[src/rtl/alu_muldiv_seq_if.sv]
// ALU operand/opcode bus between the mul/div sequencer (master) and the 8-bit ALU (slave).
// The sequencer drives both operands and the opcode. The ALU returns its result and carry/borrow flag.

`ifndef ALUOP_ADD
`define ALUOP_ADD 4'h0
`endif
`ifndef ALUOP_SUB
`define ALUOP_SUB 4'h1
`endif
`ifndef ALUOP_PD1
`define ALUOP_PD1 4'hA
`endif

interface alu_muldiv_seq_if #(
    parameter int OP_W = 4
);
    logic [7:0]      o_ALUData1;
    logic [7:0]      o_ALUData2;
    logic [OP_W-1:0] o_ALUOp;
    logic [7:0]      i_ALUResult;
    logic            i_ALUC;

    modport master (
        output o_ALUData1, o_ALUData2, o_ALUOp,
        input  i_ALUResult, i_ALUC
    );

    modport slave (
        input  o_ALUData1, o_ALUData2, o_ALUOp,
        output i_ALUResult, i_ALUC
    );
endinterface

[src/rtl/alu_muldiv_seq.sv]
// Multi-cycle unsigned 8x8 multiply (shift-add) and 8/8 divide (restoring) sequencer.
// Each step uses the datapath ALU for one add or subtract. One step is taken per clock.
// The shared accumulator pair holds {ACC_HI,ACC_LO} for multiply and {R,Q} for divide.

`ifndef ALUOP_ADD
`define ALUOP_ADD 4'h0
`endif
`ifndef ALUOP_SUB
`define ALUOP_SUB 4'h1
`endif
`ifndef ALUOP_PD1
`define ALUOP_PD1 4'hA
`endif

module alu_muldiv_seq #(
    parameter int              OP_W    = 4,
    parameter logic [OP_W-1:0] IDLE_OP = OP_W'(`ALUOP_PD1)
) (
    input  logic                    i_CLK,
    input  logic                    i_RST,
    input  logic                    i_Start,
    input  logic                    i_Op,
    input  logic [7:0]              i_A,
    input  logic [7:0]              i_B,
    output logic                    o_Busy,
    output logic                    o_Done,
    output logic [7:0]              o_ResultHi,
    output logic [7:0]              o_ResultLo,
    output logic                    o_DivZero,
    alu_muldiv_seq_if.master        alu
);

    localparam logic [OP_W-1:0] OP_ADD = OP_W'(`ALUOP_ADD);
    localparam logic [OP_W-1:0] OP_SUB = OP_W'(`ALUOP_SUB);

    typedef enum logic [1:0] {
        S_IDLE,
        S_MUL,
        S_DIV,
        S_DONE
    } state_e;

    state_e          state_q;
    logic [2:0]      step_q;
    logic [7:0]      acc_hi_q;     // ACC_HI (multiply) or R (divide)
    logic [7:0]      acc_lo_q;     // ACC_LO (multiply) or Q (divide)
    logic [7:0]      opb_q;        // M (multiply) or D (divide)
    logic [7:0]      res_hi_q;
    logic [7:0]      res_lo_q;
    logic            busy_q;
    logic            done_q;
    logic            divzero_q;

    logic [7:0]      acc_hi_d;
    logic [7:0]      acc_lo_d;
    logic [7:0]      rem_shift;    // Rs: remainder shifted left with the next dividend bit
    logic [OP_W-1:0] alu_op;
    logic [7:0]      alu_data1;
    logic [7:0]      alu_data2;

    // ALU drive and next accumulator value for the current step, derived from registered state.
    // NOTE: every signal gets a default first so no path leaves it unassigned (no latch).
    always_comb begin
        rem_shift = {acc_hi_q[6:0], acc_lo_q[7]};
        acc_hi_d  = acc_hi_q;
        acc_lo_d  = acc_lo_q;
        alu_op    = IDLE_OP;
        alu_data1 = 8'h00;
        alu_data2 = 8'h00;
        case (state_q)
            S_MUL: begin
                alu_op    = OP_ADD;
                alu_data1 = acc_hi_q;
                alu_data2 = acc_lo_q[0] ? opb_q : 8'h00;
                {acc_hi_d, acc_lo_d} = {alu.i_ALUC, alu.i_ALUResult, acc_lo_q[7:1]};
            end
            S_DIV: begin
                alu_op    = OP_SUB;
                alu_data1 = rem_shift;
                alu_data2 = opb_q;
                if (!alu.i_ALUC) begin
                    acc_hi_d = alu.i_ALUResult;
                    acc_lo_d = {acc_lo_q[6:0], 1'b1};
                end else begin
                    acc_hi_d = rem_shift;
                    acc_lo_d = {acc_lo_q[6:0], 1'b0};
                end
            end
            default: ;
        endcase
    end

    assign alu.o_ALUOp    = alu_op;
    assign alu.o_ALUData1 = alu_data1;
    assign alu.o_ALUData2 = alu_data2;

    // Sequencer FSM: accepts a start in IDLE and runs 8 ALU steps. DONE then raises the one-cycle o_Done.
    // NOTE: state is updated with non-blocking assignments so every register samples pre-edge values.
    always_ff @(posedge i_CLK or posedge i_RST) begin
        if (i_RST) begin
            state_q   <= S_IDLE;
            step_q    <= 3'd0;
            acc_hi_q  <= 8'h00;
            acc_lo_q  <= 8'h00;
            opb_q     <= 8'h00;
            res_hi_q  <= 8'h00;
            res_lo_q  <= 8'h00;
            busy_q    <= 1'b0;
            done_q    <= 1'b0;
            divzero_q <= 1'b0;
        end else begin
            done_q <= 1'b0;
            case (state_q)
                S_IDLE: begin
                    if (i_Start) begin
                        busy_q    <= 1'b1;
                        divzero_q <= 1'b0;
                        step_q    <= 3'd0;
                        acc_hi_q  <= 8'h00;
                        acc_lo_q  <= i_A;
                        opb_q     <= i_B;
                        if (i_Op && (i_B == 8'h00)) begin
                            // Divide by zero skips the ALU entirely.
                            res_hi_q  <= i_A;
                            res_lo_q  <= 8'hFF;
                            divzero_q <= 1'b1;
                            state_q   <= S_DONE;
                        end else begin
                            state_q <= i_Op ? S_DIV : S_MUL;
                        end
                    end
                end
                S_MUL, S_DIV: begin
                    acc_hi_q <= acc_hi_d;
                    acc_lo_q <= acc_lo_d;
                    step_q   <= step_q + 3'd1;
                    if (step_q == 3'd7) begin
                        res_hi_q <= acc_hi_d;
                        res_lo_q <= acc_lo_d;
                        state_q  <= S_DONE;
                    end
                end
                S_DONE: begin
                    done_q  <= 1'b1;
                    busy_q  <= 1'b0;
                    state_q <= S_IDLE;
                end
                default: state_q <= S_IDLE;
            endcase
        end
    end

    assign o_Busy     = busy_q;
    assign o_Done     = done_q;
    assign o_ResultHi = res_hi_q;
    assign o_ResultLo = res_lo_q;
    assign o_DivZero  = divzero_q;

endmodule
[src/flat_wrapper.sv]
// flat-port wrapper written by rule: the top's interface ports become plain ports
module alu_muldiv_seq_flat 
#(
    parameter int              OP_W    = 4,
    parameter logic [OP_W-1:0] IDLE_OP = OP_W'(`ALUOP_PD1)
)
  (i_CLK, i_RST, i_Start, i_Op, i_A, i_B, o_Busy, o_Done, o_ResultHi, o_ResultLo, o_DivZero, alu_o_ALUData1, alu_o_ALUData2, alu_o_ALUOp, alu_i_ALUResult, alu_i_ALUC);
  alu_muldiv_seq_if #(.OP_W(OP_W)) alu_i ();
  input  logic i_CLK;
  input  logic i_RST;
  input  logic i_Start;
  input  logic i_Op;
  input  logic [7:0] i_A;
  input  logic [7:0] i_B;
  output logic o_Busy;
  output logic o_Done;
  output logic [7:0] o_ResultHi;
  output logic [7:0] o_ResultLo;
  output logic o_DivZero;
  output wire logic [$bits(alu_i.o_ALUData1)-1:0] alu_o_ALUData1;
  output wire logic [$bits(alu_i.o_ALUData2)-1:0] alu_o_ALUData2;
  output wire logic [$bits(alu_i.o_ALUOp)-1:0] alu_o_ALUOp;
  input wire logic [$bits(alu_i.i_ALUResult)-1:0] alu_i_ALUResult;
  input wire logic [$bits(alu_i.i_ALUC)-1:0] alu_i_ALUC;
  assign alu_o_ALUData1 = alu_i.o_ALUData1;
  assign alu_o_ALUData2 = alu_i.o_ALUData2;
  assign alu_o_ALUOp = alu_i.o_ALUOp;
  assign alu_i.i_ALUResult = alu_i_ALUResult;
  assign alu_i.i_ALUC = alu_i_ALUC;
  alu_muldiv_seq #(.OP_W(OP_W), .IDLE_OP(IDLE_OP)) u_core (.i_CLK(i_CLK), .i_RST(i_RST), .i_Start(i_Start), .i_Op(i_Op), .i_A(i_A), .i_B(i_B), .o_Busy(o_Busy), .o_Done(o_Done), .o_ResultHi(o_ResultHi), .o_ResultLo(o_ResultLo), .o_DivZero(o_DivZero), .alu(alu_i));
endmodule
[config.mk]
export PLATFORM = sky130hd
export DESIGN_NAME = alu_muldiv_seq_flat
export DESIGN_NICKNAME = d
export VERILOG_FILES = /design/src/rtl/alu_muldiv_seq_if.sv /design/src/rtl/alu_muldiv_seq.sv /design/src/flat_wrapper.sv
export SDC_FILE = /design/constraint.sdc
export NUM_CORES = 1
export LEC_CHECK = 0
export BUFFER_PORTS_ARGS = -buffer_cell sky130_fd_sc_hd__buf_2
export CORE_ASPECT_RATIO = 1.2
export CORE_MARGIN = 2
export CORE_UTILIZATION = 30
export CTS_BUF_LIST = sky130_fd_sc_hd__clkbuf_8
export DETAILED_ROUTE_END_ITERATION = 16
export GPL_TIMING_DRIVEN = 0
export PLACE_DENSITY = 0.51
export SKIP_CTS_REPAIR_TIMING = 1
export SLEW_MARGIN = 40
export SYNTH_ARGS = -nofsm -noshare
export SYNTH_HDL_FRONTEND = slang
export SYNTH_SLANG_ARGS = --single-unit
[constraint.sdc]
create_clock -name i_CLK -period 4 [get_ports i_CLK]
set_clock_uncertainty 0.15 [all_clocks]
set_input_delay 0.6 -clock i_CLK [delete_from_list [all_inputs] [get_ports i_CLK]]
set_output_delay 0.6 -clock i_CLK [all_outputs]
set_load 0.05 [all_outputs]
==> qor.csv <==
stage,metric,value,unit
synthesis,synth_top_cell_by_area,dfrtp_1,
routing,num_vias,2022,
cells_and_area,drive_gt1_frac,0.3927,
die,rows,36,
worst_setup_path,crit_required,3.25,ns
place,dp_worst_setup_slack,0.9981,ns
die,die-width,88.00,um
synthesis,synth-edff-count,0,
place,dp_cells,409,
flow_run,maxCapViolCount,0,
place,numPortBuffers,65,
sta,fmax,301.6,MHz
cts,clock_path_buffers,2,
routing,wl_per_cell,15.71,um
cells_and_area,stdcell_count,417,
cts,clock-sinks,48,
sta,rsz0062_at_grt,false,
worst_setup_path,worstPathMaxFanout,10,
die,initial_utilization,0.3115,
cells_and_area,n_antenna_cell,0,
cts,clk_latency,0.31,ns
place,dp_hpwl,4.932,mm
synthesis,synthTopCellsByCount,"48 x dfrtp_1, 29 x nor2_1, 22 x mux2_2",
die,coreArea,0.008153,sq mm
sta,worstMarginPinSlew,0.5537,ns
sta,hold_violations,0,
cells_and_area,nets,339,
synthesis,synthCells,229,
global_routing,antenna_found_initial,0,
routing,post_drt_via_cell_ratio,4.849,
synthesis,synth_area,0.002540,sq mm
cells_and_area,area_growth,23.15,%
sta,fin_crit_sh,0.8288,
sta,setup_viol,0,
worst_setup_path,end_kind,output port,
synthesis,yosysWarnings,0,
cells_and_area,stdcell_area,0.003128,sq mm
synthesis,synth.most_common_cell,dfrtp_1,
synthesis,yosysTopAreaCellShare,0.4729,
run_status,status,"finished, final reports clean",
routing,wirelength,6.549,mm
routing,antenna_left,0,
sta,layout_setup_ws,0.6846,ns
cts,h-tree-depth,2,
worst_setup_path,crit_type,reg -> out,
synthesis,synthesis.nets,266,
die,die_h,104.8,um
synthesis,avgSynthCellArea,11.09,sq um
synthesis,synthDistinctLibCells,29,
synthesis,yosys-top-cells-area,"dfrtp_1 47%, mux2_2 9.8%, mux2_4 5.9%",
place,placedInstanceArea,0.003030,sq mm
cts,cts_made_buffers,5,
sta,maxSlewHeadroom,0.6309,
synthesis,yosysSeqAreaShare,0.4729,
synthesis,async_reset_ff_frac,1.000,
synthesis,synthFlopType,dfrtp_1,
die,dieArea,0.009221,sq mm
routing,remaining_drc_errors,0,
die,io_pins,68,
sta,min_period,3.315,ns
cts,clockRootBuffer,clkbuf_8,
global_routing,grt_pass1_vias,2108,
routing,dr.pass1.iters,4,
place,place.gp.congestion,0.7862,
worst_setup_path,crit_path_start_kind,flop,
worst_setup_path,worst_ep_arrival_time,2.57,ns
global_routing,grt_max_degree,30,
sta,drv_slew,0,
global_routing,grt-ovfl-total,0,
sta,fin_tns_setup,0,ns
global_routing,grtUsageTotal,0.1458,
hold_path,hold_class,in -> async,
global_routing,grt_pass1_wl,10.43,mm
cts,cts_tree,built,
routing,drtIter0Drc,120,
cts,clkTransAtPathRegs,0.10,ns
synthesis,ys_seq_elements,48,
-- layout make-up --
| class | count | area (sq um) |
|---|---|---|
| plain buffers | 16 | 98.84 |
| clock inverters | 2 | 15.01 |
| clock buffers | 6 | 82.58 |
| well taps | 114 | 142.6 |
| repair buffers | 66 | 345.3 |
| flip-flops and latches | 48 | 1201 |
| inverters | 5 | 21.27 |
| multi-input cells | 160 | 1221 |
| fillers | 836 | 5025 |
-- critical path, cell delays in order (launching register included) --
cell and delay (ns):
dfrtp_1 0.43, inv_1 0.11, ha_1 0.15, buf_4 0.15
clkbuf_1 0.37, a21oi_1 0.14, nor2_1 0.44, and2_1 0.22
buf_2 0.26
-- per-layer routing --
| metal | global-route usage | vias to the layer above | part of all wire | wire length [um] |
|---|---|---|---|---|
| li1 | - | 965 | - | - |
| met1 | 0.1890 | 974 | 0.45 | 2924 |
| met2 | 0.2403 | 74 | 0.48 | 3121 |
| met3 | 0.03397 | 9 | 0.064 | 420 |
| met4 | 0.04066 | 0 | 0.013 | 82 |
| met5 | 0 | - | 0 | 0 |
-- flip-flops by register name (all words and copies together), names as in the netlist --
name               count
u_core.state_q         2
u_core.o_ResultLo      8
u_core.opb_q           8
u_core.acc_hi_q        8
u_core.o_Done          1
u_core.acc_lo_q        8
u_core.o_ResultHi      8
u_core.step_q          3
u_core.o_DivZero       1
u_core.o_Busy          1
-- final timing paths --
path,startpoint,end,cells after the start,slack [ns]
max,u_core.state_q[1],alu_o_ALUData2[6],8,0.68
min,i_RST,u_core.acc_lo_q[4],2,0.08
max reg2reg,u_core.state_q[0],u_core.acc_hi_q[1],6,1.40
min reg2reg,u_core.o_DivZero,u_core.o_DivZero,2,0.34
max in group asynchronous,i_RST,u_core.acc_lo_q[6],3,3.17
min in group i_CLK,u_core.o_DivZero,u_core.o_DivZero,2,0.34
-- logic make-up after synthesis --
| logic type | after synthesis | synth area share |
|---|---|---|
| buffers and inverters | 21 | 0.04630 |
| AOI/OAI and AO/OA | 61 | 0.1744 |
| and+or+nand+nor | 57 | 0.1049 |
| other | 1 | 0.001476 |
| DFF | 48 | 0.4729 |
| muxes | 33 | 0.1606 |
| adders and majority gates | 8 | 0.03941 |
-- placed cells by master (no fill, tap or decap), drive strengths merged --
cell type and count:
buf 72, dfrtp 48, mux2 32, nor2 29
clkbuf 16, a22oi 15, nand2 14, a21oi 13
o21ai 12, a22o 10, a221o 8, and2 8
ha 8, inv 4, nor4 2, clkinvlp 2
nand2b 1, clkinv 1, a21o 1, nand3 1
and2b 1, a211oi 1, a31oi 1, nor2b 1
mux2i 1, conb 1
-- metrics by stage --
step | hold slack, ns | utilization
after global placement | 0.3140 | 0.3689
after CTS | 0.08491 | 0.3837
final | 0.08141 | 0.3837
after floorplan | 0.3008 | -
after detailed placement | 0.3254 | 0.3717
after global routing | 0.09501 | 0.3837
Power is left out: the tool's default activity adds up to more than one toggle a clock period on the data nets, which glitch-free logic cannot reach.
